File: src/rtl/scanout_pkg.sv
// -----------------------------------------------------------------------------
// scanout_pkg
// Shared types for the frame buffer scanout path: pixel and SDRAM byte-address
// types, scanout FSM encoding and the frame buffer pixel stride.
// -----------------------------------------------------------------------------
package scanout_pkg;

    typedef logic [23:0] rgb_t;
    typedef logic [25:0] fb_addr_t;

    typedef enum logic [1:0] {
        IDLE  = 2'd0,
        FETCH = 2'd1,
        DRAIN = 2'd2
    } scan_state_e;

    // One 32-bit word per pixel in the frame buffer.
    localparam int BYTES_PER_PIXEL = 4;

endpackage

File: src/rtl/scanout_fifo.sv
// -----------------------------------------------------------------------------
// scanout_fifo
// Synchronous first-word-fall-through FIFO: dout always shows the head entry,
// so a pop consumes the value visible in the same cycle.
// Ports:
//   clock, reset  - system clock, asynchronous active-high reset
//   push, din     - write strobe and data (ignored when full unless popping)
//   pop           - consume head entry (ignored when empty)
//   dout          - head entry, meaningful only while !empty
//   count         - number of stored entries
//   full, empty   - occupancy flags
// -----------------------------------------------------------------------------
module scanout_fifo
    import scanout_pkg::*;
#(
    parameter int DEPTH = 64,
    parameter int WIDTH = 24
) (
    input  logic                       clock,
    input  logic                       reset,
    input  logic                       push,
    input  logic                       pop,
    input  logic [WIDTH-1:0]           din,
    output logic [WIDTH-1:0]           dout,
    output logic [$clog2(DEPTH+1)-1:0] count,
    output logic                       full,
    output logic                       empty
);

    localparam int AW = $clog2(DEPTH);
    localparam int CW = $clog2(DEPTH+1);

    logic [WIDTH-1:0] mem [DEPTH];
    logic [AW-1:0]    wr_ptr;
    logic [AW-1:0]    rd_ptr;
    logic             do_push;
    logic             do_pop;

    assign empty   = (count == '0);
    assign full    = (count == CW'(DEPTH));
    assign do_pop  = pop & ~empty;
    // A push into a full FIFO is only taken when the head leaves in the same cycle.
    assign do_push = push & (~full | do_pop);
    assign dout    = mem[rd_ptr];

    always_ff @(posedge clock or posedge reset) begin
        if (reset) begin
            wr_ptr <= '0;
            rd_ptr <= '0;
            count  <= '0;
        end else begin
            if (do_push) wr_ptr <= wr_ptr + 1'b1;
            if (do_pop)  rd_ptr <= rd_ptr + 1'b1;
            case ({do_push, do_pop})
                2'b10:   count <= count + 1'b1;
                2'b01:   count <= count - 1'b1;
                default: count <= count;
            endcase
        end
    end

    always_ff @(posedge clock) begin
        if (do_push) mem[wr_ptr] <= din;
    end

endmodule

File: src/rtl/framebuffer_scanout.sv
// -----------------------------------------------------------------------------
// framebuffer_scanout
// Reads one frame of 32-bit pixel words from SDRAM over a pipelined Avalon-MM
// read master and hands the RGB pixels to the VGA timing block as a
// valid/ready stream with start-of-frame and end-of-line markers.
//
// state | meaning
// ------+----------------------------------------------------------------
// IDLE  | waiting for frame_start; base address latched on acceptance
// FETCH | issuing reads, throttled by FIFO space and in-flight limit
// DRAIN | all reads issued; waiting for the last pixel to leave
//
// Ports:
//   clock, reset             - system clock, asynchronous active-high reset
//   frame_buffer_base        - byte address of pixel (0,0)
//   frame_start              - one-cycle scan request (ignored unless IDLE)
//   busy, frame_done         - scan in progress / end-of-frame pulse
//   master_*                 - Avalon-MM pipelined read master
//   pixel_valid/ready/data   - RGB 8:8:8 pixel stream
//   pixel_sof, pixel_eol     - first pixel of frame / last pixel of line
// -----------------------------------------------------------------------------
module framebuffer_scanout
    import scanout_pkg::*;
#(
    parameter int H_RES           = 640,
    parameter int V_RES           = 480,
    parameter int FIFO_DEPTH      = 64,
    parameter int MAX_OUTSTANDING = 8
) (
    input  logic        clock,
    input  logic        reset,
    input  logic [25:0] frame_buffer_base,
    input  logic        frame_start,
    output logic        busy,
    output logic        frame_done,
    output logic [25:0] master_address,
    output logic        master_read,
    output logic [3:0]  master_byteenable,
    input  logic [31:0] master_readdata,
    input  logic        master_readdatavalid,
    input  logic        master_waitrequest,
    output logic        pixel_valid,
    input  logic        pixel_ready,
    output logic [23:0] pixel_data,
    output logic        pixel_sof,
    output logic        pixel_eol
);

    localparam logic [1:0] S_IDLE  = IDLE;
    localparam logic [1:0] S_FETCH = FETCH;
    localparam logic [1:0] S_DRAIN = DRAIN;

    localparam int NPIX = H_RES * V_RES;
    localparam int RW   = $clog2(NPIX);
    localparam int OW   = $clog2(MAX_OUTSTANDING + 1);
    localparam int CW   = $clog2(FIFO_DEPTH + 1);
    localparam int XW   = $clog2(H_RES);
    localparam int YW   = $clog2(V_RES);

    logic [1:0]    state;
    fb_addr_t      base_q;
    logic [RW-1:0] req_idx;
    logic [OW-1:0] outstanding;
    logic [XW-1:0] x;
    logic [YW-1:0] y;

    logic [CW-1:0] fifo_count;
    logic          fifo_full;
    logic          fifo_empty;
    rgb_t          fifo_dout;

    logic credit_ok;
    logic req_accept;
    logic pop;
    logic last_req;
    logic last_pix;
    logic unused_readdata_hi;

    assign unused_readdata_hi = ^master_readdata[31:24];

    // Pixel words returning plus words already buffered must fit in the FIFO,
    // so readdatavalid can never find it full. Neither term grows while a
    // request is stalled, so master_read stays up under waitrequest.
    assign credit_ok   = (int'(fifo_count) + int'(outstanding) < FIFO_DEPTH) &&
                         (int'(outstanding) < MAX_OUTSTANDING);
    assign master_read = (state == S_FETCH) && credit_ok;
    assign req_accept  = master_read & ~master_waitrequest;

    // Address is a pure function of registered state, so it holds while stalled.
    assign master_address    = base_q + fb_addr_t'(req_idx) * fb_addr_t'(BYTES_PER_PIXEL);
    assign master_byteenable = 4'hF;

    assign pixel_valid = ~fifo_empty;
    assign pixel_data  = pixel_valid ? fifo_dout : '0;
    assign pop         = pixel_valid & pixel_ready;
    assign pixel_sof   = pixel_valid && (x == '0) && (y == '0);
    assign pixel_eol   = pixel_valid && (x == XW'(H_RES - 1));
    assign busy        = (state != S_IDLE);

    assign last_req = (req_idx == RW'(NPIX - 1));
    assign last_pix = (x == XW'(H_RES - 1)) && (y == YW'(V_RES - 1));

    always_ff @(posedge clock or posedge reset) begin
        if (reset) begin
            state      <= S_IDLE;
            base_q     <= '0;
            req_idx    <= '0;
            frame_done <= 1'b0;
        end else begin
            frame_done <= 1'b0;
            case (state)
                S_IDLE: begin
                    if (frame_start) begin
                        state   <= S_FETCH;
                        base_q  <= frame_buffer_base;
                        req_idx <= '0;
                    end
                end
                S_FETCH: begin
                    if (req_accept) begin
                        if (last_req) state <= S_DRAIN;
                        else          req_idx <= req_idx + 1'b1;
                    end
                end
                S_DRAIN: begin
                    if (pop && last_pix) begin
                        state      <= S_IDLE;
                        frame_done <= 1'b1;
                    end
                end
                default: state <= S_IDLE;
            endcase
        end
    end

    always_ff @(posedge clock or posedge reset) begin
        if (reset) begin
            outstanding <= '0;
        end else if (state == S_IDLE && frame_start) begin
            outstanding <= '0;
        end else begin
            case ({req_accept, master_readdatavalid})
                2'b10:   outstanding <= outstanding + 1'b1;
                2'b01:   outstanding <= outstanding - 1'b1;
                default: outstanding <= outstanding;
            endcase
        end
    end

    always_ff @(posedge clock or posedge reset) begin
        if (reset) begin
            x <= '0;
            y <= '0;
        end else if (state == S_IDLE && frame_start) begin
            x <= '0;
            y <= '0;
        end else if (pop) begin
            if (x == XW'(H_RES - 1)) begin
                x <= '0;
                y <= (y == YW'(V_RES - 1)) ? '0 : y + 1'b1;
            end else begin
                x <= x + 1'b1;
            end
        end
    end

    always_ff @(posedge clock) begin
        if (!reset && master_readdatavalid) assert (!fifo_full);
    end

    scanout_fifo #(
        .DEPTH (FIFO_DEPTH),
        .WIDTH (24)
    ) u_fifo (
        .clock (clock),
        .reset (reset),
        .push  (master_readdatavalid),
        .pop   (pop),
        .din   (master_readdata[23:0]),
        .dout  (fifo_dout),
        .count (fifo_count),
        .full  (fifo_full),
        .empty (fifo_empty)
    );

endmodule

File: config.mk
export PLATFORM = sky130hd
export DESIGN_NAME = framebuffer_scanout
export DESIGN_NICKNAME = d
export VERILOG_FILES = /design/src/rtl/scanout_pkg.sv /design/src/rtl/scanout_fifo.sv /design/src/rtl/framebuffer_scanout.sv
export SDC_FILE = /design/constraint.sdc
export NUM_CORES = 2
export LEC_CHECK = 0
export CAP_MARGIN = 10
export CORE_UTILIZATION = 40
export CTS_CLUSTER_SIZE = 20
export DETAILED_ROUTE_END_ITERATION = 8
export PLACE_DENSITY_LB_ADDON = 0.1
export SETUP_SLACK_MARGIN = 0.5
export SYNTH_ARGS = -nofsm -noshare
export SYNTH_HDL_FRONTEND = slang
export SYNTH_SLANG_ARGS = --single-unit
File: constraint.sdc
create_clock -name clock -period 2.75 [get_ports clock]
set_input_delay 0.275 -clock clock [delete_from_list [all_inputs] [get_ports clock]]
set_output_delay 0.275 -clock clock [all_outputs]
set_load 0.01 [all_outputs]
==> impl_metrics.tcl <==
set metrics [dict create \
    drv_slew 0 \
    max_slew_margin 0.192 \
    drive_gt1_frac 0.398 \
    gr-max-usage-layer "met2" \
    required_ns 2.48 \
    ys_async_sr_fraction 0.0554 \
    outcome "finished with violations" \
    cts_buffers 173 \
    tightest_slew_ns 1.21 \
    dp_hpwl_um 118000 \
    wire_per_inst_um 31.4 \
    grt_overflow 0 \
    fill_cells 12676 \
    clock_latency_ns 0.81 \
    setup_viol 136 \
    intPower_w 0.0567 \
    endpoint_kind "primary output" \
    drt.antenna.violating_nets 0 \
    grt_usage 0.237 \
    swShare 0.319 \
    rsz0062_at_grt "yes" \
    irDropWorstVdd_mv 0.768 \
    final_nets 4080 \
    whs_ns 0.0581 \
    clock_power_share 0.275 \
    p_leak_nw 27.0 \
    start_util 0.404 \
    synth_top_flop_cell "edfxtp_1" \
    period_needed_ns 3.79 \
    layout_setup_ws_ns -1.04 \
    combPwrFrac 0.376 \
    synth_top_area_cell "edfxtp_1" \
    drc_errors 0 \
    post_dp_cell_area_um2 72000 \
    syn_area_um2 64100 \
    syn-mean-instance-area_um2 19.6 \
    ys_top_cells_by_area "edfxtp_1, mux4_2, dfrtp_1, mux2_2, mux2i_1" \
    wl_um 195000 \
    first_iter_violations 3281 \
    die_w_um 402 \
    die_area_um2 162000 \
    arrival_ns 3.52 \
    cts.sinks 1626 \
    io_pins 124 \
    grt.met2_usage 0.395 \
    grt_pass1_vias 36502 \
    grt_max_degree 50 \
    post-route-period-util 1.38 \
    violations "setup timing" \
    cp_slowest_cell "dfrtp_4" \
    clk_path_buf_depth 3 \
    hold_viol 0 \
    fmax_ghz 0.264 \
    path_clk_slew_ns 0.06 \
    start_kind "flip-flop" \
    power.switching_w 0.0266 \
    gp_congestion 0.855 \
    core_area_um2 159000 \
    path_class "flip-flop to primary output" \
    synth.most_common_cell "edfxtp_1" \
    cp_cell_sequence "buf_6 -> buf_12 -> buf_12 -> buf_12 -> mux4_2 -> mux2i_2 -> buf_4 -> a211oi_2 -> buf_4 -> or3_4 -> buf_6" \
    ys_top_cells_by_count "edfxtp_1, mux4_2, nand2_1" \
    fin_util 0.511 \
    final_area_um2 81100 \
    max_cap_viol_count 0 \
    pre_cts_slack_ns -0.968 \
    root_buffer "clkbuf_16" \
    portBuffers 111 \
    hold_class "input port to flip-flop" \
    crit_fanout 7 \
    cp_common_cell "buf_12" \
    antenna_found_initial 8 \
    syn_inst 3271 \
    die_h_um 402 \
    rows 146 \
    p_per_area_nw_per_um2 1030 \
    synth_seq_area_share 0.755 \
    use_met1 0.322 \
    drt-vias-per-instance 5.72 \
    max_stage_delay_ns 0.52 \
    num_vias 35460 \
    synth-seq-cells 1626 \
    grt_pass1_wl_um 272000 \
    cts_max_level 4 \
    tns_ns -35.25 \
    area_growth_syn_to_layout_pct 26.4 \
    ys_warn_count 0 \
    skew_ns 0.0278 \
    power_frac_seq 0.349 \
    ys_types 69 \
    first_pass_iters 5 \
    yosysTopAreaCellShare 0.719 \
    cts_tree "built" \
    use_met3 0.0349 \
    synth-edff-count 1536 \
]
-- metal layers --
layer  share of wire  vias up  wire, µm
li1                -    14921         -
met1            0.42    19078     80900
met2            0.49     1196     96300
met3           0.061      261     11800
met4           0.029        4      5570
met5         0.00013        -        26
-- cells by family (layout without fill, tap and decap cells) --
| group | after synthesis | after routing | share of synthesized area |
|---|---|---|---|
| flops | 1626 | 1626 | 0.755 |
| simple gates | 445 | 465 | 0.0346 |
| mux | 511 | 511 | 0.139 |
| fa+ha+maj | 39 | 39 | 0.00796 |
| buf+inv | 196 | 1021 | 0.0144 |
| compound gates | 398 | 398 | 0.0417 |
| other cells | 1 | 7 | 0.0000585 |
| xor+xnor | 55 | 55 | 0.00751 |
-- cell usage in the layout (no fill, tap or decap), drive strengths merged, types with 27 or more instances in the layout --
cell and instances:
mux2 143, xnor2 35, edfxtp 1536, buf 615
inv 31, or4 28, ha 36, o22ai 73
mux4 290, clkinv 66, dfrtp 90, nand2 144
a21oi 90, mux2i 78, clkbuf 226, a211oi 28
a22oi 96, clkdlybuf4s50 37, o21ai 28, nor2 131
nand3 31, or3 27
-- through the flow --
| stage | cells | power, W |
|---|---|---|
| floorplan | 3274 | 0.0426 |
| global placement | 5717 | 0.0554 |
| detailed placement | 5717 | 0.0556 |
| CTS | 6143 | 0.0825 |
| global route | 6191 | 0.0861 |
| finish | 6194 | 0.0833 |
-- critical path, delay by kind of cell (launching register included) --
| kind | cells | cell delay [ns] |
|---|---|---|
| AO/OA/AOI/OAI | 1 | 0.08 |
| buffers and inverters | 7 | 1.09 |
| flip-flops | 1 | 0.52 |
| multiplexers | 2 | 0.63 |
| AND/OR/NAND/NOR | 1 | 0.38 |
-- path summary, 6_finish.rpt --
kind,startpoint,end,slack (ns),cells after the start
hold reg to reg,base_q[16],base_q[16],0.48,2
max in group asynchronous,reset,u_fifo.rd_ptr[0],1.62,4
setup / recovery,u_fifo.rd_ptr[0],pixel_data[7],-1.04,11
min in group asynchronous,reset,base_q[19],0.45,3
hold / removal,frame_buffer_base[7],base_q[7],0.06,3
setup reg to reg,u_fifo.count[5],u_fifo.count[6],-0.17,12
-- repair_timing --
| item | CTS | global route |
|---|---|---|
| pin swaps | 87 | 62 |
| resized for setup | 511 | 125 |
| cloned | 17 | 19 |
| hold endpoints to repair | 72 | 0 |
| setup buffers | 69 | 29 |
| hold buffers | 23 | 0 |
| setup endpoints to repair | 1624 | 1639 |
-- flip-flops by register name, indices dropped and copies added (netlist names) --
register	flops
u_fifo.wr_ptr	6
base_q	26
u_fifo.mem	1536
u_fifo.rd_ptr	6
y	9
x	10
frame_done	1
u_fifo.count	7
req_idx	19
state	2
outstanding	4
-- power by group through the flow --
stage	Clock [W]	Combinational, W	Sequential, W
final	0.0229	0.0313	0.0290
after global routing	0.0242	0.0327	0.0292
after CTS	0.0233	0.0301	0.0290
after detailed placement	0	0.0261	0.0295
after global placement	0	0.0260	0.0294
after floorplan	0	0.0134	0.0293
-- final cells by class --
cell class                 count  area, µm²  area share
antenna                        3       7.51   0.0000926
clock inverter                94        871      0.0107
multi-input combinational   1472      16700       0.206
clock buffer                 223       4660      0.0575
timing repair buffer         682       7730      0.0954
tap                         2072       2590      0.0320
sequential                  1626      48400       0.597
inverter                      22       87.6     0.00108
Note: power is estimated with default switching activity, not from simulation.
